===== src/rtl/pos_scan_seq.sv =====
// Position scan sequencer: steps a PID setpoint from pos_start to pos_end, waiting for settle then dwelling at each point.
// Optional settle timeout is enabled by defining POS_SEQ_TIMEOUT_EN.
module pos_scan_seq #(
   parameter int SETTLE_W = 8
) (
   input  logic                clk_pid,
   input  logic                sys_rstn,
   input  logic                start,
   input  logic                stop,
   input  logic [15:0]         pos_start,
   input  logic [15:0]         pos_end,
   input  logic [15:0]         step,
   input  logic [15:0]         dwell,
   input  logic [15:0]         settle_tol,
   input  logic [SETTLE_W-1:0] settle_cnt,
   input  logic [15:0]         settle_timeout,
   input  logic [15:0]         pos_adc,
   output logic [15:0]         pos_target,
   output logic                busy,
   output logic                point_strobe,
   output logic [15:0]         point_idx,
   output logic                done,
   output logic                aborted,
   output logic                fault
);

   typedef enum logic [1:0] {IDLE, SETTLE, DWELL, STEP} state_t;

   state_t                state_q, state_d;
   logic [15:0]           pos_target_q, pos_target_d;
   logic [15:0]           point_idx_q, point_idx_d;
   logic [SETTLE_W-1:0]   run_cnt_q, run_cnt_d;
   logic [15:0]           dwell_cnt_q, dwell_cnt_d;
   logic                  point_strobe_q, point_strobe_d;
   logic                  done_q, done_d;
   logic                  aborted_q, aborted_d;

   logic signed [16:0]    pos_err;
   logic [16:0]           pos_err_abs;
   logic                  in_tol;
   logic [SETTLE_W:0]     run_inc;
   logic                  settled;
   logic                  dir_up;
   logic [15:0]           next_target;

`ifdef POS_SEQ_TIMEOUT_EN
   logic [15:0]           settle_tmr_q, settle_tmr_d;
   logic                  fault_q, fault_d;
   logic [16:0]           tmr_inc;
   logic                  timed_out;
`else
   logic                  unused_timeout;
   assign unused_timeout = ^settle_timeout;
`endif

   // Error evaluated signed in 17 bits so the full unsigned range cannot wrap.
   assign pos_err     = $signed({1'b0, pos_target_q}) - $signed({1'b0, pos_adc});
   assign pos_err_abs = (pos_err < 0) ? 17'(-pos_err) : 17'(pos_err);
   assign in_tol      = (pos_err_abs <= {1'b0, settle_tol});
   assign run_inc     = {1'b0, run_cnt_q} + 1'b1;
   assign settled     = (settle_cnt == '0) || (in_tol && (run_inc >= {1'b0, settle_cnt}));

`ifdef POS_SEQ_TIMEOUT_EN
   assign tmr_inc   = {1'b0, settle_tmr_q} + 17'd1;
   assign timed_out = (settle_timeout != 16'd0) && (tmr_inc >= {1'b0, settle_timeout});
`endif

   // Next point moves toward the live pos_end, clamping rather than overshooting or wrapping.
   assign dir_up = (pos_end >= pos_start);
   always_comb begin
      next_target = pos_end;
      if (step != 16'd0) begin
         if (dir_up) begin
            if ((pos_target_q < pos_end) && ((pos_end - pos_target_q) > step))
               next_target = pos_target_q + step;
         end else begin
            if ((pos_target_q > pos_end) && ((pos_target_q - pos_end) > step))
               next_target = pos_target_q - step;
         end
      end
   end

   always_comb begin
      state_d        = state_q;
      pos_target_d   = pos_target_q;
      point_idx_d    = point_idx_q;
      run_cnt_d      = run_cnt_q;
      dwell_cnt_d    = dwell_cnt_q;
      point_strobe_d = 1'b0;
      done_d         = 1'b0;
      aborted_d      = 1'b0;
`ifdef POS_SEQ_TIMEOUT_EN
      settle_tmr_d   = settle_tmr_q;
      fault_d        = fault_q;
`endif

      case (state_q)
         IDLE: begin
            if (start && !stop) begin
               state_d      = SETTLE;
               pos_target_d = pos_start;
               point_idx_d  = 16'd0;
               run_cnt_d    = '0;
`ifdef POS_SEQ_TIMEOUT_EN
               settle_tmr_d = 16'd0;
               fault_d      = 1'b0;
`endif
            end
         end
         SETTLE: begin
`ifdef POS_SEQ_TIMEOUT_EN
            settle_tmr_d = tmr_inc[15:0];
`endif
            if (settled) begin
               state_d        = DWELL;
               point_strobe_d = 1'b1;
               dwell_cnt_d    = 16'd0;
               run_cnt_d      = '0;
            end else begin
               run_cnt_d = in_tol ? run_inc[SETTLE_W-1:0] : '0;
`ifdef POS_SEQ_TIMEOUT_EN
               if (timed_out) begin
                  state_d = IDLE;
                  fault_d = 1'b1;
               end
`endif
            end
         end
         DWELL: begin
            if (dwell_cnt_q >= dwell) begin
               if (pos_target_q == pos_end) begin
                  state_d = IDLE;
                  done_d  = 1'b1;
               end else begin
                  state_d = STEP;
               end
            end else begin
               dwell_cnt_d = dwell_cnt_q + 16'd1;
            end
         end
         STEP: begin
            state_d      = SETTLE;
            pos_target_d = next_target;
            point_idx_d  = (point_idx_q == 16'hFFFF) ? point_idx_q : point_idx_q + 16'd1;
            run_cnt_d    = '0;
`ifdef POS_SEQ_TIMEOUT_EN
            settle_tmr_d = 16'd0;
`endif
         end
         default: state_d = IDLE;
      endcase

      // Abort overrides every other transition and freezes the setpoint where it is.
      if (stop && (state_q != IDLE)) begin
         state_d        = IDLE;
         pos_target_d   = pos_target_q;
         point_idx_d    = point_idx_q;
         point_strobe_d = 1'b0;
         done_d         = 1'b0;
         aborted_d      = 1'b1;
      end
   end

   always_ff @(posedge clk_pid or negedge sys_rstn) begin
      if (!sys_rstn) begin
         state_q        <= IDLE;
         pos_target_q   <= 16'd32768;
         point_idx_q    <= 16'd0;
         run_cnt_q      <= '0;
         dwell_cnt_q    <= 16'd0;
         point_strobe_q <= 1'b0;
         done_q         <= 1'b0;
         aborted_q      <= 1'b0;
`ifdef POS_SEQ_TIMEOUT_EN
         settle_tmr_q   <= 16'd0;
         fault_q        <= 1'b0;
`endif
      end else begin
         state_q        <= state_d;
         pos_target_q   <= pos_target_d;
         point_idx_q    <= point_idx_d;
         run_cnt_q      <= run_cnt_d;
         dwell_cnt_q    <= dwell_cnt_d;
         point_strobe_q <= point_strobe_d;
         done_q         <= done_d;
         aborted_q      <= aborted_d;
`ifdef POS_SEQ_TIMEOUT_EN
         settle_tmr_q   <= settle_tmr_d;
         fault_q        <= fault_d;
`endif
      end
   end

   assign pos_target   = pos_target_q;
   assign busy         = (state_q != IDLE);
   assign point_strobe = point_strobe_q;
   assign point_idx    = point_idx_q;
   assign done         = done_q;
   assign aborted      = aborted_q;
`ifdef POS_SEQ_TIMEOUT_EN
   assign fault        = fault_q;
`else
   assign fault        = 1'b0;
`endif

endmodule


===== config.mk =====
export PLATFORM = sky130hd
export DESIGN_NAME = pos_scan_seq
export DESIGN_NICKNAME = d
export VERILOG_FILES = /design/src/rtl/pos_scan_seq.sv
export SDC_FILE = /design/constraint.sdc
export NUM_CORES = 1
export LEC_CHECK = 0
export BUFFER_PORTS_ARGS = -buffer_cell sky130_fd_sc_hd__buf_2
export CAP_MARGIN = 20
export CORE_MARGIN = 8
export CORE_UTILIZATION = 51
export CTS_CLUSTER_SIZE = 14
export DETAILED_ROUTE_END_ITERATION = 8
export PLACE_DENSITY = 0.84
export SLEW_MARGIN = 20
export SYNTH_ARGS = -nofsm -noshare
export SYNTH_HDL_FRONTEND = slang
export SYNTH_SLANG_ARGS = --single-unit

===== constraint.sdc =====
create_clock -name clk_pid -period 7.1 [get_ports clk_pid]
set_input_delay 0 -clock clk_pid [delete_from_list [all_inputs] [get_ports clk_pid]]
set_output_delay 0 -clock clk_pid [all_outputs]
set_load 0.05 [all_outputs]

== After elaboration in Yosys (flattened, before gate mapping) ==
Index checks and enable logic that the tools add are counted.

* Register bits after elaboration: 61
* Input port bits: 124
* Output and inout port bits: 37
* Word-level logic and storage cells: 89

* $add $sub $neg: 9
* $lt $le $gt $ge: 9
* Equality and inequality tests: 12
* Muxes and demuxes: 31
* Bitwise operators: 1
* Reduce and logical (&&, ||, !) cells: 19

{| class="wikitable"
|+ Operators by type and width
! cell !! count
|-
| 16-bit two-way mux || 9
|-
| 16-bit case mux with 2 select lines || 3
|-
| 16-bit > comparator || 3
|-
| 16-bit subtractor || 3
|-
| 16-bit by 1-bit adder with 16-bit output (second input constant) || 2
|-
| 16-bit >= comparator || 2
|-
| 8-bit two-way mux || 3
|-
| 8-bit case mux with 3 select lines || 1
|-
| 17-bit by 16-bit less-or-equal comparator with 1-bit output || 1
|-
| 17-bit by 1-bit less-than comparator with 1-bit output (second input constant) || 1
|-
| 17-bit two-way mux || 1
|-
| 17-bit negation || 1
|-
| 16-bit by 16-bit subtractor with 17-bit output || 1
|-
| 16-bit adder || 1
|-
| 16-bit equality test || 1
|-
| 16-bit equality test (second input constant) || 1
|-
| 16-bit less-than comparator || 1
|-
| 16-bit nonzero test || 1
|-
| 2-bit two-way mux || 5
|-
| 8-bit by 1-bit adder with 9-bit output (second input constant) || 1
|-
| 9-bit by 8-bit >= comparator with 1-bit output || 1
|-
| 3-bit inequality test (second input constant) || 3
|-
| 3-bit AND reduction || 3
|-
| 8-bit zero test || 1
|-
| 14 further kinds || 31
|}

== Depth between registers and ports, before layout ==
* Word-level depth: 9
* Gate-level depth with buffers: 26
* Depth with buffers taken out: 24

== Least setup slack after synthesis ==
Ideal clock, no wire load.

* Path kind: register to register
* Start point: register pos_target_q[1] (netlist: pos_target[1])
* End point: register dwell_cnt_q[13]
* Library setup time: 0.077 ns
* Arrival time: 5.317 ns
* Required time: 7.023 ns
* Path slack: 1.706 ns
* Cell stages (with the launch flop): 21
* Buffers on the path: 0
* Period minus slack after synthesis: 5.394 ns
* Path through: dfrtp_1 -> inv_1 -> fa_1 -> nand2b_1 -> a21oi_1 -> xor2_1 -> a2111oi_2 -> nand3_1 -> nor3_1 -> nand3_1 -> o31ai_1 -> xnor2_1 -> ha_1 -> nand4_1 -> or4_1 -> o21ai_0 -> a21o_1 -> and2b_1 -> a31oi_4 -> or4_1 -> a21oi_1

* Word-level cells in the longest chain between the ends: 8
* Elaborated cells on any way between the ends: 9
* Classes of those cells: add/sub: 2; order compare: 2; eq/ne: 1; mux: 1; reduce/logical: 3

{| class="wikitable"
|+ RTL lines
! item !! RTL line !! source
|-
| start: declaration || 30 || <nowiki>logic [15:0] pos_target_q, pos_target_d;</nowiki>
|-
| start signal: assignment || 180 || <nowiki>pos_target_q <= pos_target_d;</nowiki>
|-
| 16-bit by 16-bit subtractor with 17-bit output (*) || 57 || <nowiki>assign pos_err = $signed({1'b0, pos_target_q}) - $signed({1'b0, pos_adc});</nowiki>
|-
| 17-bit negation or 17-bit by 1-bit less-than comparator with 1-bit output (tied branches) || 58 || <nowiki>assign pos_err_abs = (pos_err < 0) ? 17'(-pos_err) : 17'(pos_err);</nowiki>
|-
| 17-bit two-way mux (*) || 58 ||
|-
| 17-bit by 16-bit less-or-equal comparator with 1-bit output (*) || 59 || <nowiki>assign in_tol = (pos_err_abs <= {1'b0, settle_tol});</nowiki>
|-
| 1-bit logical AND (*) || 61 || <nowiki>assign settled = (settle_cnt == '0) || (in_tol && (run_inc >= {1'b0, settle_cnt}));</nowiki>
|-
| 1-bit logical OR (*) || 61 ||
|-
| 2-bit inequality test (no source line) (*) || n/a ||
|-
| 3-bit AND reduction (no source line) (*) || n/a ||
|-
| end signal: assignment || 183 || <nowiki>dwell_cnt_q <= dwell_cnt_d;</nowiki>
|-
| end: declaration || 33 || <nowiki>logic [15:0] dwell_cnt_q, dwell_cnt_d;</nowiki>
|}

Every way passes the cells marked *; elsewhere a longest branch is shown, timed or not.
A chain may end at the register's enable or synchronous reset.

== Worst setup path after layout ==
* Start point: register pos_target_q[1] (netlist: pos_target[1])
* End point: register dwell_cnt_q[15]

Same word-level chain as after synthesis.

==> out/summary.txt <==
Hold Crit Class - input port to flip-flop
Final setup skew - 0.00764 ns
Die Y - 155 um
Cell row count - 50
Deepest clock path buffer count - 2
Avg WL per Cell - 17.2 um
Leakage power - 5.68 nW
Initial Util - 0.523
DRC - 0
Total Power - 4.76 mW
Yosys warnings - 0
Largest net degree at the start of global routing - 62
Adder-Cell Fraction of Synth Area - 0.231
Syn_area_per_cell - 7.72 um2
# setup viols final - 0
Post-Synthesis Cells - 1271
Final GP Congestion - 0.944
Share of cells above drive strength 1 - 0.138
Peak Freq - 0.168 GHz
Hpwl dp - 23400 um
Number of I/O pins - 161
Post-Synth XOR/XNOR Area - 0.0757
Slew Limit Fails - 0
Worst hold slack - 0.0260 ns
Simple-gate area share of the yosys netlist - 0.184
Endpoint class of the critical path - flip-flop
Top post-synthesis cells by area - ha_1 (22%), dfrtp_1 (15%), inv_1 (6.2%)
Yosys cell types - 85
Fin area - 11000 um2
Total Wirelength - 28000 um
Filler cells - 1715
CORE AREA - 18800 um2
Worst Tran Pin Value - 0.925 ns
Largest area contributor in the netlist - ha_1
WP data arrival - 6.22 ns
Setup_tns - 0 ns
Main combinational cell family by area after synthesis - compound AO/OA/AOI/OAI gates
Die area - 23900 um2
# port buffers - 143
Number of global-route vias before repair - 9456
Compound-Gate Fraction of Synth Area - 0.266
Root buf cell - clkbuf_16
Reg2Reg Depth - 23
Post-DR vias/cell - 5.94
Seq/Total Area, Yosys - 0.156
Placed insts - 1609
RSZ-0062 raised after global routing - false
Final-report hold violation count - 0
Grt ovf - 0
GRT Overall Usage - 0.227
Netlist Area Pre-Place - 9810 um2
Number of H-tree levels - 3
Clock Pin Slew Worst Setup and Hold Paths - 0.06 ns
Clk Latency, worst-skew pair - 0.33 ns
Main synth FF type - dfrtp_1
Worst Path Required - 7.35 ns
Area growth syn-to-layout - 11.9%
Max-slew headroom - 0.382
Post-route clock period utilization - 0.841
DRT iter0 DRCs - 589
Max cap viols - 0
Global-route wire length before repair - 45000 um
Async SR Flop Fraction - 1.00
Final Core Density - 0.585
Min cycle time layout - 5.97 ns
Hold Path Stages - 3
Yosys reg bits - 61
CTS Sinks - 61
CTS tree - done
Pwr dens - 433 nW/um2
Setup CP Type - flip-flop to flip-flop
Vias post-DR - 9663
VDD IR max - 235 uV
CP Max Fanout - 25
Routed Antenna Nets - 0
Syn nets - 1573
Die width - 155 um
Post-route insts no fill - 1628
Initial antenna violation count - 1
PostCTS Resize Cnt - 0
Post-Place Setup Slack - 1.27 ns
Top cell type's share of synthesized area - 0.221
Post-synthesis mux area share - 0.00752
Pre-antenna DRT Iters - 5
Dpl cell area - 10700 um2
Clock buffer count from CTS - 9
Outcome - finished clean
Worst setup SP type - flip-flop
Number of synthesized flops with an enable pin - 0
Setup slack after layout - 1.13 ns
Final nets - 1690
[Yosys cell counts (all sizes together), types with 14 or more instances]
master  count
a211oi     14
a21o       45
a21oi     106
a31oi      15
and3       17
clkbuf     31
dfrtp      60
ha        173
inv       161
nand2      75
nand2b     15
nand3      34
nand4      22
nor2       74
nor2b      16
nor3       34
o21a       14
o21ai      84
o21bai     19
or3        16
xnor2      49
xor2       35
[power by group]
| part | total, mW | internal, mW | switching [mW] |
|---|---|---|---|
| sequential | 0.572 | 0.420 | 0.152 |
| combinational | 3.74 | 1.50 | 2.24 |
| clock | 0.445 | 0.273 | 0.172 |
| total | 4.76 | 2.19 | 2.57 |
[final cells by class]
class,count,area (um2),share of cell area
antenna,1,2.50,0.000228
clock buffer,9,225,0.0205
clock inverter,7,73.8,0.00672
inverter,161,604,0.0550
multi-input combinational,1008,7500,0.683
sequential,61,1530,0.139
tap,234,293,0.0267
timing repair buffer,147,751,0.0684
[cells in the final DEF, fill, tap and decap left out, types with 17 or more instances in the layout]
master	n
a21o_1	45
buf_2	143
and3_1	17
xnor2_1	48
nand4_1	21
inv_1	161
nor2_1	74
o21ai_0	81
xor2_1	35
ha_1	173
a21oi_1	100
nand3_1	34
o21bai_1	19
dfrtp_1	60
nand2_1	75
nor3_1	34
[kinds of logic (layout without fill, tap and decap cells)]
| family | count (synthesis) | count (layout) |
|---|---|---|
| compound gates | 390 | 390 |
| simple gates | 348 | 348 |
| buf+inv | 202 | 324 |
| fa+ha+maj | 178 | 178 |
| xor+xnor | 84 | 84 |
| flops | 61 | 61 |
| mux | 7 | 7 |
| other cells | 1 | 2 |
[flip-flops by register name (all words and copies together) (netlist names)]
| signal | count |
|---|---|
| pos_target | 16 |
| aborted | 1 |
| run_cnt_q | 8 |
| state_q | 2 |
| point_idx | 16 |
| point_strobe | 1 |
| done | 1 |
| dwell_cnt_q | 16 |
[routing by layer]
metal,vias up,part of all wire,global-route usage
li1,4790,-,-
met2,333,0.47,0.394
met4,0,0.028,0.0849
met5,-,0,0
met1,4483,0.42,0.281
met3,57,0.074,0.0329
[critical path: stages, from the launching register on]
cell      delay, ns
dfrtp_1        0.51
inv_1          0.26
fa_1           0.49
nand2b_1       0.20
a21oi_1        0.24
o211ai_1       0.16
a31oi_1        0.40
a31oi_1        0.20
nor2b_1        0.14
o21ai_0        0.11
nand2b_1       0.29
nor2_1         0.10
xor2_1         0.16
ha_1           0.31
a21oi_1        0.12
nor2b_1        0.06
o21ai_0        0.21
nand2_1        0.08
o31ai_1        0.35
a21o_1         0.21
and2b_1        0.25
a31oi_4        0.27
or4_1          0.59
a21oi_1        0.16
[worst paths after layout]
kind,from,to,slack [ns]
min in group asynchronous,sys_rstn,dwell_cnt_q[8]$_DFFE_PN0P_,0.37
min reg2reg,run_cnt_q[7]$_DFFE_PN0P_,run_cnt_q[7]$_DFFE_PN0P_,0.55
max,pos_target[1]$_DFFE_PN0P_,dwell_cnt_q[15]$_DFFE_PN0P_,1.13
min,pos_start[1],pos_target[1]$_DFFE_PN0P_,0.03
max reg2reg,pos_target[1]$_DFFE_PN0P_,dwell_cnt_q[15]$_DFFE_PN0P_,1.13
max in group asynchronous,sys_rstn,pos_target[0]$_DFFE_PN0P_,6.21
[timing repair]
item                                   in CTS  in global routing
hold buffers                                2                  0
endpoints found under the hold margin      61                  0
buffers inserted                            0                  0
Note: power is estimated with default switching activity, not from simulation.
